## src/rtl/wordline_encoder_seq_if.sv

```systemverilog
// Handshake bundle between a requester and the wordline encoder sequencer.
// The requester drives the mask and accept strobe; the encoder drives the issued index.
interface wordline_encoder_seq_if;
    logic        load;
    logic [15:0] Wordline;
    logic        ready;
    logic        busy;
    logic        valid;
    logic [3:0]  RegId;
    logic        last;
    logic        done;
    logic [4:0]  count;

    modport master (
        output load, Wordline, ready,
        input  busy, valid, RegId, last, done, count
    );

    modport slave (
        input  load, Wordline, ready,
        output busy, valid, RegId, last, done, count
    );
endinterface

```

## src/rtl/wordline_encoder_seq.sv

```systemverilog
// Walks a captured multi-hot register mask, presenting one register index per accepted
// handshake in ascending order, then pulses done for one cycle.
module wordline_encoder_seq (
    input  logic                  clk,
    input  logic                  rst,
    wordline_encoder_seq_if.slave bus
);
    typedef enum logic [1:0] {
        IDLE  = 2'd0,
        ISSUE = 2'd1,
        DONE  = 2'd2
    } state_t;

    state_t      state_q, state_d;
    logic [15:0] pending_q, pending_d;
    logic [4:0]  count_q, count_d;
    logic        busy_q, busy_d;
    logic        done_q, done_d;

    logic        valid_w;
    logic [3:0]  reg_id_w;
    logic        last_w;

    // Bit 0 has the highest priority.
    function automatic logic [3:0] lowest_set(input logic [15:0] mask);
        logic [3:0] idx;
        idx = 4'd0;
        for (int i = 15; i >= 0; i--) begin
            if (mask[i]) idx = 4'(i);
        end
        return idx;
    endfunction

    function automatic logic is_one_hot(input logic [15:0] mask);
        return (mask != 16'd0) && ((mask & (mask - 16'd1)) == 16'd0);
    endfunction

    // Presented outputs depend only on registered state, never on ready or load.
    assign valid_w  = (state_q == ISSUE);
    assign reg_id_w = valid_w ? lowest_set(pending_q) : 4'd0;
    assign last_w   = valid_w && is_one_hot(pending_q);

    always_comb begin
        state_d   = state_q;
        pending_d = pending_q;
        count_d   = count_q;
        busy_d    = busy_q;
        done_d    = 1'b0;
        case (state_q)
            IDLE: begin
                if (bus.load) begin
                    pending_d = bus.Wordline;
                    count_d   = 5'd0;
                    busy_d    = 1'b1;
                    if (bus.Wordline == 16'd0) begin
                        state_d = DONE;
                        done_d  = 1'b1;
                    end else begin
                        state_d = ISSUE;
                    end
                end
            end
            ISSUE: begin
                if (bus.ready) begin
                    pending_d = pending_q & ~(16'd1 << reg_id_w);
                    count_d   = count_q + 5'd1;
                    if (last_w) begin
                        state_d = DONE;
                        done_d  = 1'b1;
                    end
                end
            end
            DONE: begin
                state_d = IDLE;
                busy_d  = 1'b0;
            end
            default: begin
                state_d = IDLE;
                busy_d  = 1'b0;
            end
        endcase
    end

    always_ff @(posedge clk or posedge rst) begin
        if (rst) begin
            state_q   <= IDLE;
            pending_q <= 16'd0;
            count_q   <= 5'd0;
            busy_q    <= 1'b0;
            done_q    <= 1'b0;
        end else begin
            state_q   <= state_d;
            pending_q <= pending_d;
            count_q   <= count_d;
            busy_q    <= busy_d;
            done_q    <= done_d;
        end
    end

    assign bus.busy  = busy_q;
    assign bus.done  = done_q;
    assign bus.count = count_q;
    assign bus.valid = valid_w;
    assign bus.RegId = reg_id_w;
    assign bus.last  = last_w;
endmodule

```

## src/flat_wrapper.sv

```systemverilog
// flat-port wrapper written by rule: the top's interface ports become plain ports
module wordline_encoder_seq_flat 
  (clk, rst, bus_load, bus_Wordline, bus_ready, bus_busy, bus_valid, bus_RegId, bus_last, bus_done, bus_count);
  wordline_encoder_seq_if bus_i ();
  input  logic clk;
  input  logic rst;
  input wire logic [$bits(bus_i.load)-1:0] bus_load;
  input wire logic [$bits(bus_i.Wordline)-1:0] bus_Wordline;
  input wire logic [$bits(bus_i.ready)-1:0] bus_ready;
  output wire logic [$bits(bus_i.busy)-1:0] bus_busy;
  output wire logic [$bits(bus_i.valid)-1:0] bus_valid;
  output wire logic [$bits(bus_i.RegId)-1:0] bus_RegId;
  output wire logic [$bits(bus_i.last)-1:0] bus_last;
  output wire logic [$bits(bus_i.done)-1:0] bus_done;
  output wire logic [$bits(bus_i.count)-1:0] bus_count;
  assign bus_i.load = bus_load;
  assign bus_i.Wordline = bus_Wordline;
  assign bus_i.ready = bus_ready;
  assign bus_busy = bus_i.busy;
  assign bus_valid = bus_i.valid;
  assign bus_RegId = bus_i.RegId;
  assign bus_last = bus_i.last;
  assign bus_done = bus_i.done;
  assign bus_count = bus_i.count;
  wordline_encoder_seq u_core (.clk(clk), .rst(rst), .bus(bus_i));
endmodule
```

## config.mk

```make
export PLATFORM = sky130hd
export DESIGN_NAME = wordline_encoder_seq_flat
export DESIGN_NICKNAME = d
export VERILOG_FILES = /design/src/rtl/wordline_encoder_seq_if.sv /design/src/rtl/wordline_encoder_seq.sv /design/src/flat_wrapper.sv
export SDC_FILE = /design/constraint.sdc
export NUM_CORES = 1
export LEC_CHECK = 0
export CORE_MARGIN = 5
export CORE_UTILIZATION = 40
export CTS_BUF_LIST = sky130_fd_sc_hd__clkbuf_4
export DETAILED_ROUTE_END_ITERATION = 16
export PLACE_DENSITY = 0.66
export SLEW_MARGIN = 25
export SYNTH_ARGS = -nofsm -noshare
export SYNTH_HDL_FRONTEND = slang
export SYNTH_SLANG_ARGS = --single-unit
```

## constraint.sdc

```tcl
create_clock -name clk -period 3.1 [get_ports clk]
set_clock_uncertainty 0.15 [all_clocks]
set_input_delay 0.62 -clock clk [delete_from_list [all_inputs] [get_ports clk]]
set_output_delay 0.62 -clock clk [all_outputs]
set_load 0.05 [all_outputs]
```

# == Word level (Yosys, flattened, before mapping) ==
# Cells that the tools add are included.
# word_totals
regBits,25
out_inout_bits,13
# classes
bitwise_logic,4
n_mux,35
n_eq_ne,4
shifts,1
add_sub_neg,2
n_reduce_logical,10
# op_table
op,n
4-bit 2-to-1 mux,17
16-bit AND,2
16-bit logical NOT,2
16-bit 2-to-1 mux,2
16-bit one-hot mux with 2 select lines,1
16-bit NOT,1
16-bit nonzero test,1
1-bit by 4-bit left shift with 16-bit output (first input constant),1
16-bit by 1-bit subtractor with 16-bit output (second input constant),1
5-bit 2-to-1 mux,2
5-bit one-hot mux with 2 select lines,1
2-bit 2-to-1 mux,4
2-bit != test (second input constant),3
3-bit AND reduction,2
5-bit by 1-bit adder with 5-bit output (second input constant),1
1-bit 2-to-1 mux,5
1-bit one-hot mux with 2 select lines,2
2-bit one-hot mux with 2 select lines,1
2-bit by 1-bit equality test with 1-bit output (second input constant),1
1-bit logical AND,2
2-bit logical NOT,1
2-bit AND reduction,1
2-bit nonzero test,1
1-bit NOT,1

# == Longest topological paths before layout ==
# Gate-level depths: netlist of run 1.
# logic_depth
depth_word,22
ltp_mapped,8
ltp_nobuf,7

# == Worst setup path after synthesis of run 1 ==
# No wires, ideal clock.
# synth_timing
path_kind,reg2out
startpoint,reg u_core.pending_q[3]
endpoint,out bus_RegId[2]
path_buffers,0
arrival_time_ns,2.173
path_slack_ns,0.157
path_stages_with_launch,3
path_cell_list,dfrtp_1 -> or4_4 -> a211oi_1
# synth_via
elab_chain_cells,5
# synth_rtl
element,line,source
start: declaration,wordline_encoder_seq.sv:15,"logic [15:0] pending_q, pending_d;"
start signal: assignment,wordline_encoder_seq.sv:93,pending_q <= pending_d;
4-bit 2-to-1 mux (4 in a row),wordline_encoder_seq.sv:29,if (mask[i]) idx = 4'(i);
4-bit 2-to-1 mux,wordline_encoder_seq.sv:40,assign reg_id_w = valid_w ? lowest_set(pending_q) : 4'd0;
end: declaration,flat_wrapper.sv:12,output wire logic [$bits(bus_i.RegId)-1:0] bus_RegId;
# Every way passes these cells.

# == Final worst setup path of run 1 ==
# layout_timing
startpoint,reg u_core.pending_q[2]
endpoint,out bus_last
# layout_via
elab_chain_cells,5
# layout_rtl
element,line,source
16-bit by 1-bit subtractor with 16-bit output,wordline_encoder_seq.sv:35,return (mask != 16'd0) && ((mask & (mask - 16'd1)) == 16'd0);
16-bit AND,wordline_encoder_seq.sv:35,
16-bit logical NOT,wordline_encoder_seq.sv:35,
1-bit logical AND (*),wordline_encoder_seq.sv:35,
1-bit logical AND (*),wordline_encoder_seq.sv:41,assign last_w = valid_w && is_one_hot(pending_q);
end: declaration,flat_wrapper.sv:13,output wire logic [$bits(bus_i.last)-1:0] bus_last;
# Every way passes the cells marked *; elsewhere a longest branch is shown, timed or not.

==> results_dict.tcl, run 1 <==
set metrics [dict create \
    synth.most_common_cell "sky130_fd_sc_hd__dfrtp_1" \
    required_ns 2.33 \
    ys_async_sr_fraction_pct 100 \
    dieHeight_microns 70.9 \
    die_width_microns 70.9 \
    timing.critical_path.slowest_cell_delay_ns 0.56 \
    leak_pwr_nw 0.821 \
    die_area_sq_um 5030 \
    synthesis.yosys.warnings 0 \
    worst-endpoint-arrival_ns 2.46 \
    initial_core_util_pct 40.8 \
    hpwl_mm 3.15 \
    peakVddDrop_mv 1.13 \
    remaining_drc_errors 0 \
    timing.fmax_mhz 310 \
    tritoncts "yes" \
    biggest_area_consumer_among_synthesized_cells "sky130_fd_sc_hd__dfrtp_1" \
    synth-edff-count 0 \
    grt_setup_unrepaired "true" \
    ctsLongestPathBuffers 2 \
    slew-limit-headroom_pct 63.6 \
    critical_path.n_buffers_inverters 1 \
    failed_checks "negative setup slack" \
    endpoint_kind "output port" \
    cts_max_level 1 \
    clk_root_buffer_cell "sky130_fd_sc_hd__clkbuf_4" \
    worst_setup_path_start_kind "flip-flop" \
    timing.final.crit_share_pct 104 \
    area_growth_pct 33.0 \
    largest_net_degree_at_the_start_of_global_routing 26 \
    critical-path-top-delay-family "simple AND/OR/NAND/NOR gates" \
    antenna_found_initial 0 \
    grt_pass1_wl_mm 6.67 \
    route.detailed.vias_per_inst 5.87 \
    grt_use_total_pct 16.8 \
    global_route.overflow_total 0 \
    port_buffers 32 \
    finalMaxSlewViolations 0 \
    synthCells 158 \
    routed_wl_mm 4.10 \
    synth.top_cell.area_share_pct 42.2 \
    critPathMaxFanout 6 \
    postLayoutSetupSlackWorst_ns -0.128 \
    fp-row-count 22 \
    synth_ff_type "sky130_fd_sc_hd__dfrtp_1" \
    finalSetupViolCount 1 \
    most_area_consuming_cells_after_synthesis "sky130_fd_sc_hd__dfrtp_1 42%, sky130_fd_sc_hd__mux2i_1 7.4%, sky130_fd_sc_hd__a21oi_1 5.4%" \
    cts-hold-fix-buffers 0 \
    detailroute.via_count 1449 \
    worstHoldPathType "reg -> reg" \
    status "finished with violations" \
    fraction_of_layout_instances_using_a_drive_strength_above_1_pct 16.1 \
    syn-num-nets 179 \
    slowest_stage "sky130_fd_sc_hd__or4_4" \
    drtIter0Drc 115 \
    synth_commonest_cells "25 x sky130_fd_sc_hd__dfrtp_1, 18 x sky130_fd_sc_hd__nor2_1, 16 x sky130_fd_sc_hd__a21oi_1" \
    finalHoldViolCount 0 \
    route.antenna.remaining_nets 0 \
    total_power_w 0.00237 \
    routabilityCongestion 0.879 \
    design.core.area_sq_um 3630 \
    maxCapViolCount 0 \
    synth.cell_area_sq_um 1480 \
    synthDistinctLibCells 42 \
    antenna-diode-count 0 \
    tritoncts_buffers 3 \
    worst_skew_pair.late_latency_ns 0.34 \
    cts_sinks 25 \
    ys_ff_latch 25 \
    worst_slew_pin_slew_ns 0.541 \
    worstPathCellList "or4_4 > maj3_2 > nor3_2 > nor2_1 > nor3_4 > and4_4 > buf_12" \
    cellPowerDensity_nw_per_um2 1200 \
    period_minus_slack_ns 3.23 \
    nNetsFinal 221 \
    synth_sequential_area_ratio_pct 42.2 \
    synth.avg_cell_area_sq_um 9.39 \
    grt_pass1_vias 1424 \
    num_io_pins 33 \
    clkTransAtPathRegs_ns 0.14 \
    dr.pass1.iters 4 \
    wl_per_cell_microns 16.6 \
    fin_util_pct 54.3 \
    criticalPathCategory "reg -> out" \
]
==> worst register-to-register path: cells and delay by family, from the launching register on <==
| kind | cells | cell delay [ns] |
|---|---|---|
| flops | 1 | 0.46 |
| fa+ha+maj | 1 | 0.33 |
| buf+inv | 1 | 0.15 |
| compound gates | 1 | 0.16 |
| simple gates | 4 | 0.95 |
==> layer usage <==
layer | global-route usage [%] | routed length [microns] | vias up | part of all wire [%]
met4 | 7.31 | 93 | 0 | 2.3
li1 | - | - | 686 | -
met5 | 0 | 0 | - | 0
met1 | 22.0 | 1800 | 689 | 44
met2 | 26.5 | 1930 | 64 | 47
met3 | 3.84 | 279 | 10 | 6.8
==> cells in the final DEF, fill, tap and decap left out, types with 5 or more instances in the layout <==
cell type                          n
sky130_fd_sc_hd__clkdlybuf4s50_1  27
sky130_fd_sc_hd__nor4_1            5
sky130_fd_sc_hd__o21ai_0           5
sky130_fd_sc_hd__buf_4            14
sky130_fd_sc_hd__nand2_1          10
sky130_fd_sc_hd__inv_1             5
sky130_fd_sc_hd__nor3_1            5
sky130_fd_sc_hd__mux2i_1          11
sky130_fd_sc_hd__dfrtp_1          23
sky130_fd_sc_hd__a21oi_1          16
sky130_fd_sc_hd__nor2_1           18
==> through the flow <==
stage | setup WS, ns | std cells | hold WS [ns] | area (sq um) | setup TNS, ns
after detailed placement | 0.151 | 240 | 0.320 | 1900 | 0
final | -0.128 | 247 | 0.348 | 1970 | -0.128
after global placement | 0.201 | 240 | 0.310 | 1900 | 0
after global routing | -0.230 | 247 | 0.385 | 1970 | -0.232
after CTS | -0.127 | 247 | 0.351 | 1960 | -0.127
after floorplan | 0.157 | 158 | 0.402 | 1480 | 0
==> final timing paths <==
| check | startpoint | endpoint | slack, ns | cells past startpoint |
|---|---|---|---|---|
| max | u_core.pending_q[2] | bus_last | -0.13 | 7 |
| min | u_core.bus.busy | u_core.bus.busy | 0.35 | 1 |
| min reg2reg | u_core.bus.busy | u_core.bus.busy | 0.35 | 1 |
| min in group asynchronous | rst | u_core.pending_q[5] | 0.46 | 3 |
| max reg2reg | u_core.pending_q[2] | u_core.bus.done | 0.85 | 7 |
| max in group asynchronous | rst | u_core.pending_q[4] | 2.06 | 3 |
==> area by class of cell <==
| type | count | area (sq um) |
|---|---|---|
| Timing Repair Buffer | 42 | 395 |
| Fill cell | 357 | 1660 |
| Sequential cell | 25 | 628 |
| Inverter | 5 | 18.8 |
| Multi-Input combinational cell | 123 | 841 |
| Tap cell | 48 | 60.1 |
| Clock buffer | 4 | 30.0 |
==> state kept, by name (all words and copies together), names as in the netlist <==
name and count:
u_core.bus.busy 1, u_core.bus.count 5, u_core.pending_q 16, u_core.bus.done 1, u_core.state_q 2
==> cells by family after synthesis <==
kind of cell	after synthesis	share of synthesized area, %
AO/OA/AOI/OAI	43	19.3
XOR/XNOR	3	1.77
adder cells (fa/ha/maj)	3	2.36
buffers and inverters	10	2.70
flip-flops	25	42.2
multiplexers	11	7.42
AND/OR/NAND/NOR	63	24.3
==> power breakdown <==
group | switching [W] | internal, W
Combinational | 0.000981 | 0.000589
Clock | 0.000105 | 0.0000593
Sequential | 0.000180 | 0.000454
==> what timing repair did <==
item	in CTS	in global routing
setup buffers	3	0
gates resized for setup	4	2
pin swaps	1	2
setup endpoints to repair	1	1
No activity file was read; power rests on OpenSTA's default activity.
==> inputs of run 2 (changes only) <==
--- a/config.mk
+++ b/config.mk
@@ -7,7 +7,6 @@
 export LEC_CHECK = 0
 export CORE_MARGIN = 5
 export CORE_UTILIZATION = 40
-export CTS_BUF_LIST = sky130_fd_sc_hd__clkbuf_4
 export DETAILED_ROUTE_END_ITERATION = 16
 export PLACE_DENSITY = 0.66
 export SLEW_MARGIN = 25
==> results_dict.tcl, run 2 (synthesis gave the netlist of run 1 again) <==
set metrics [dict create \
    postLayoutSetupSlackWorst_ns -0.0336 \
    worst_setup_path_start_kind "flip-flop" \
    hpwl_mm 3.15 \
    worst_skew_pair.late_latency_ns 0.28 \
    cellPowerDensity_nw_per_um2 1210 \
    tritoncts "yes" \
    antenna_found_initial 0 \
    num_io_pins 33 \
    largest_register_ff_count 16 \
    routed_wl_mm 4.11 \
    finalHoldViolCount 0 \
    critPathMaxFanout 4 \
    finalSetupViolCount 1 \
    design.core.area_sq_um 3630 \
    grt_pass1_wl_mm 6.74 \
    routabilityCongestion 0.879 \
    maxCapViolCount 0 \
    global_route.overflow_total 0 \
    failed_checks "negative setup slack" \
    leak_pwr_nw 0.834 \
    final_cell_count_no_fill 249 \
    highest_count_cells_in_the_layout_ignoring_fill_and_taps "27 x sky130_fd_sc_hd__clkdlybuf4s50_1, 22 x sky130_fd_sc_hd__dfrtp_1, 18 x sky130_fd_sc_hd__nor2_1" \
    fraction_of_layout_instances_using_a_drive_strength_above_1_pct 16.9 \
    worstPathCellList "or4_4 > maj3_2 > nor3_2 > nor2_1 > nor3_4 > and4_4 > buf_12" \
    cts_sinks 25 \
    largest_net_degree_at_the_start_of_global_routing 26 \
    final_design_area_no_fill_sq_um 2000 \
    peakVddDrop_mv 1.15 \
    remaining_drc_errors 0 \
    grt_setup_unrepaired "true" \
    area_growth_pct 35.1 \
    worst_slew_pin_slew_ns 0.565 \
    required_ns 2.33 \
    nNetsFinal 223 \
    criticalPathCategory "reg -> out" \
    dieHeight_microns 70.9 \
    die_area_sq_um 5030 \
    dr.pass1.iters 4 \
    registers.top_by_ff_count "u_core.pending_q" \
    die_width_microns 70.9 \
    detailroute.via_count 1468 \
    grt_use_total_pct 16.9 \
    postPlaceCellArea_sq_um 1900 \
    clk_root_buffer_cell "sky130_fd_sc_hd__clkbuf_8" \
    status "finished with violations" \
    antenna-diode-count 0 \
    placedCellCount 240 \
    final_common_cell "sky130_fd_sc_hd__clkdlybuf4s50_1" \
    initial_core_util_pct 40.8 \
    slowest_stage "sky130_fd_sc_hd__or4_4" \
    drtIter0Drc 109 \
    period_minus_slack_ns 3.13 \
    wl_per_cell_microns 16.5 \
    hold_slack_ns 0.337 \
    pre_cts_slack_ns 0.151 \
    timing.fmax_mhz 319 \
    fillers 355 \
    fp-row-count 22 \
    endpoint_kind "output port" \
    cts_max_level 1 \
    port_buffers 32 \
    grt_pass1_vias 1433 \
    slew-limit-headroom_pct 62.0 \
    tritoncts_buffers 3 \
    worstHoldPathType "reg -> reg" \
    fin_setup_tns_ns -0.0336 \
    timing.critical_path.slowest_cell_delay_ns 0.56 \
    timing.final.crit_share_pct 101 \
    route.detailed.vias_per_inst 5.90 \
    ctsLongestPathBuffers 2 \
    route.antenna.remaining_nets 0 \
    worst-endpoint-arrival_ns 2.36 \
    clkTransAtPathRegs_ns 0.09 \
    finalMaxSlewViolations 0 \
]
-- run 2: stage by stage --
| step | util [%] | total power [W] |
|---|---|---|
| after floorplan | - | 0.00167 |
| after global placement | 52.3 | 0.00211 |
| after detailed placement | 52.3 | 0.00215 |
| after CTS | 54.5 | 0.00240 |
| after global routing | 55.2 | 0.00258 |
| final | 55.2 | 0.00243 |
-- run 2: routing by layer --
layer  vias to the layer above  track usage [%]  part of all wire, %
li1                        687                -                    -
met5                         -                0                    0
met1                       702             22.6                   43
met4                         0             6.68                  1.6
met2                        72             27.4                   48
met3                         7             2.70                  7.2
-- run 2: path summary, 6_finish.rpt --
check,from,endpoint,slack [ns],cells past startpoint
setup / recovery,u_core.pending_q[2],bus_last,-0.03,7
hold / removal,u_core.bus.busy,u_core.bus.busy,0.34,1
setup reg to reg,u_core.pending_q[2],u_core.bus.done,0.88,7
hold reg to reg,u_core.bus.busy,u_core.bus.busy,0.34,1
max in group asynchronous,rst,u_core.pending_q[4],1.99,3
min in group asynchronous,rst,u_core.pending_q[5],0.53,3
-- run 2: area by class of cell --
class                   count  area, sq um  area share (%)
inverters                   5         18.8           0.936
repair buffers             44          410            20.5
well taps                  48         60.1            3.00
clock buffers               4         45.0            2.25
multi-input cells         123          841            41.9
flip-flops and latches     25          629            31.4
-- run 2: repair_timing --
action / 4_1_cts / 5_1_grt
setup endpoints to repair: 1 / 1
buffers inserted: 4 / 1
hold buffers: 0 / 0
pin swaps: 4 / 4
resized for setup: 3 / 4
-- run 2: power by group --
group | internal, W | switching, W
clock network | 0.0000924 | 0.000111
logic | 0.000607 | 0.000987
registers | 0.000456 | 0.000174
-- run 2: critical path, delay by kind of cell (launching register included) --
kind | cells | cell delay [ns]
adder cells (fa/ha/maj) | 1 | 0.32
buffers and inverters | 1 | 0.13
flip-flops | 1 | 0.43
AND/OR/NAND/NOR | 5 | 1.20
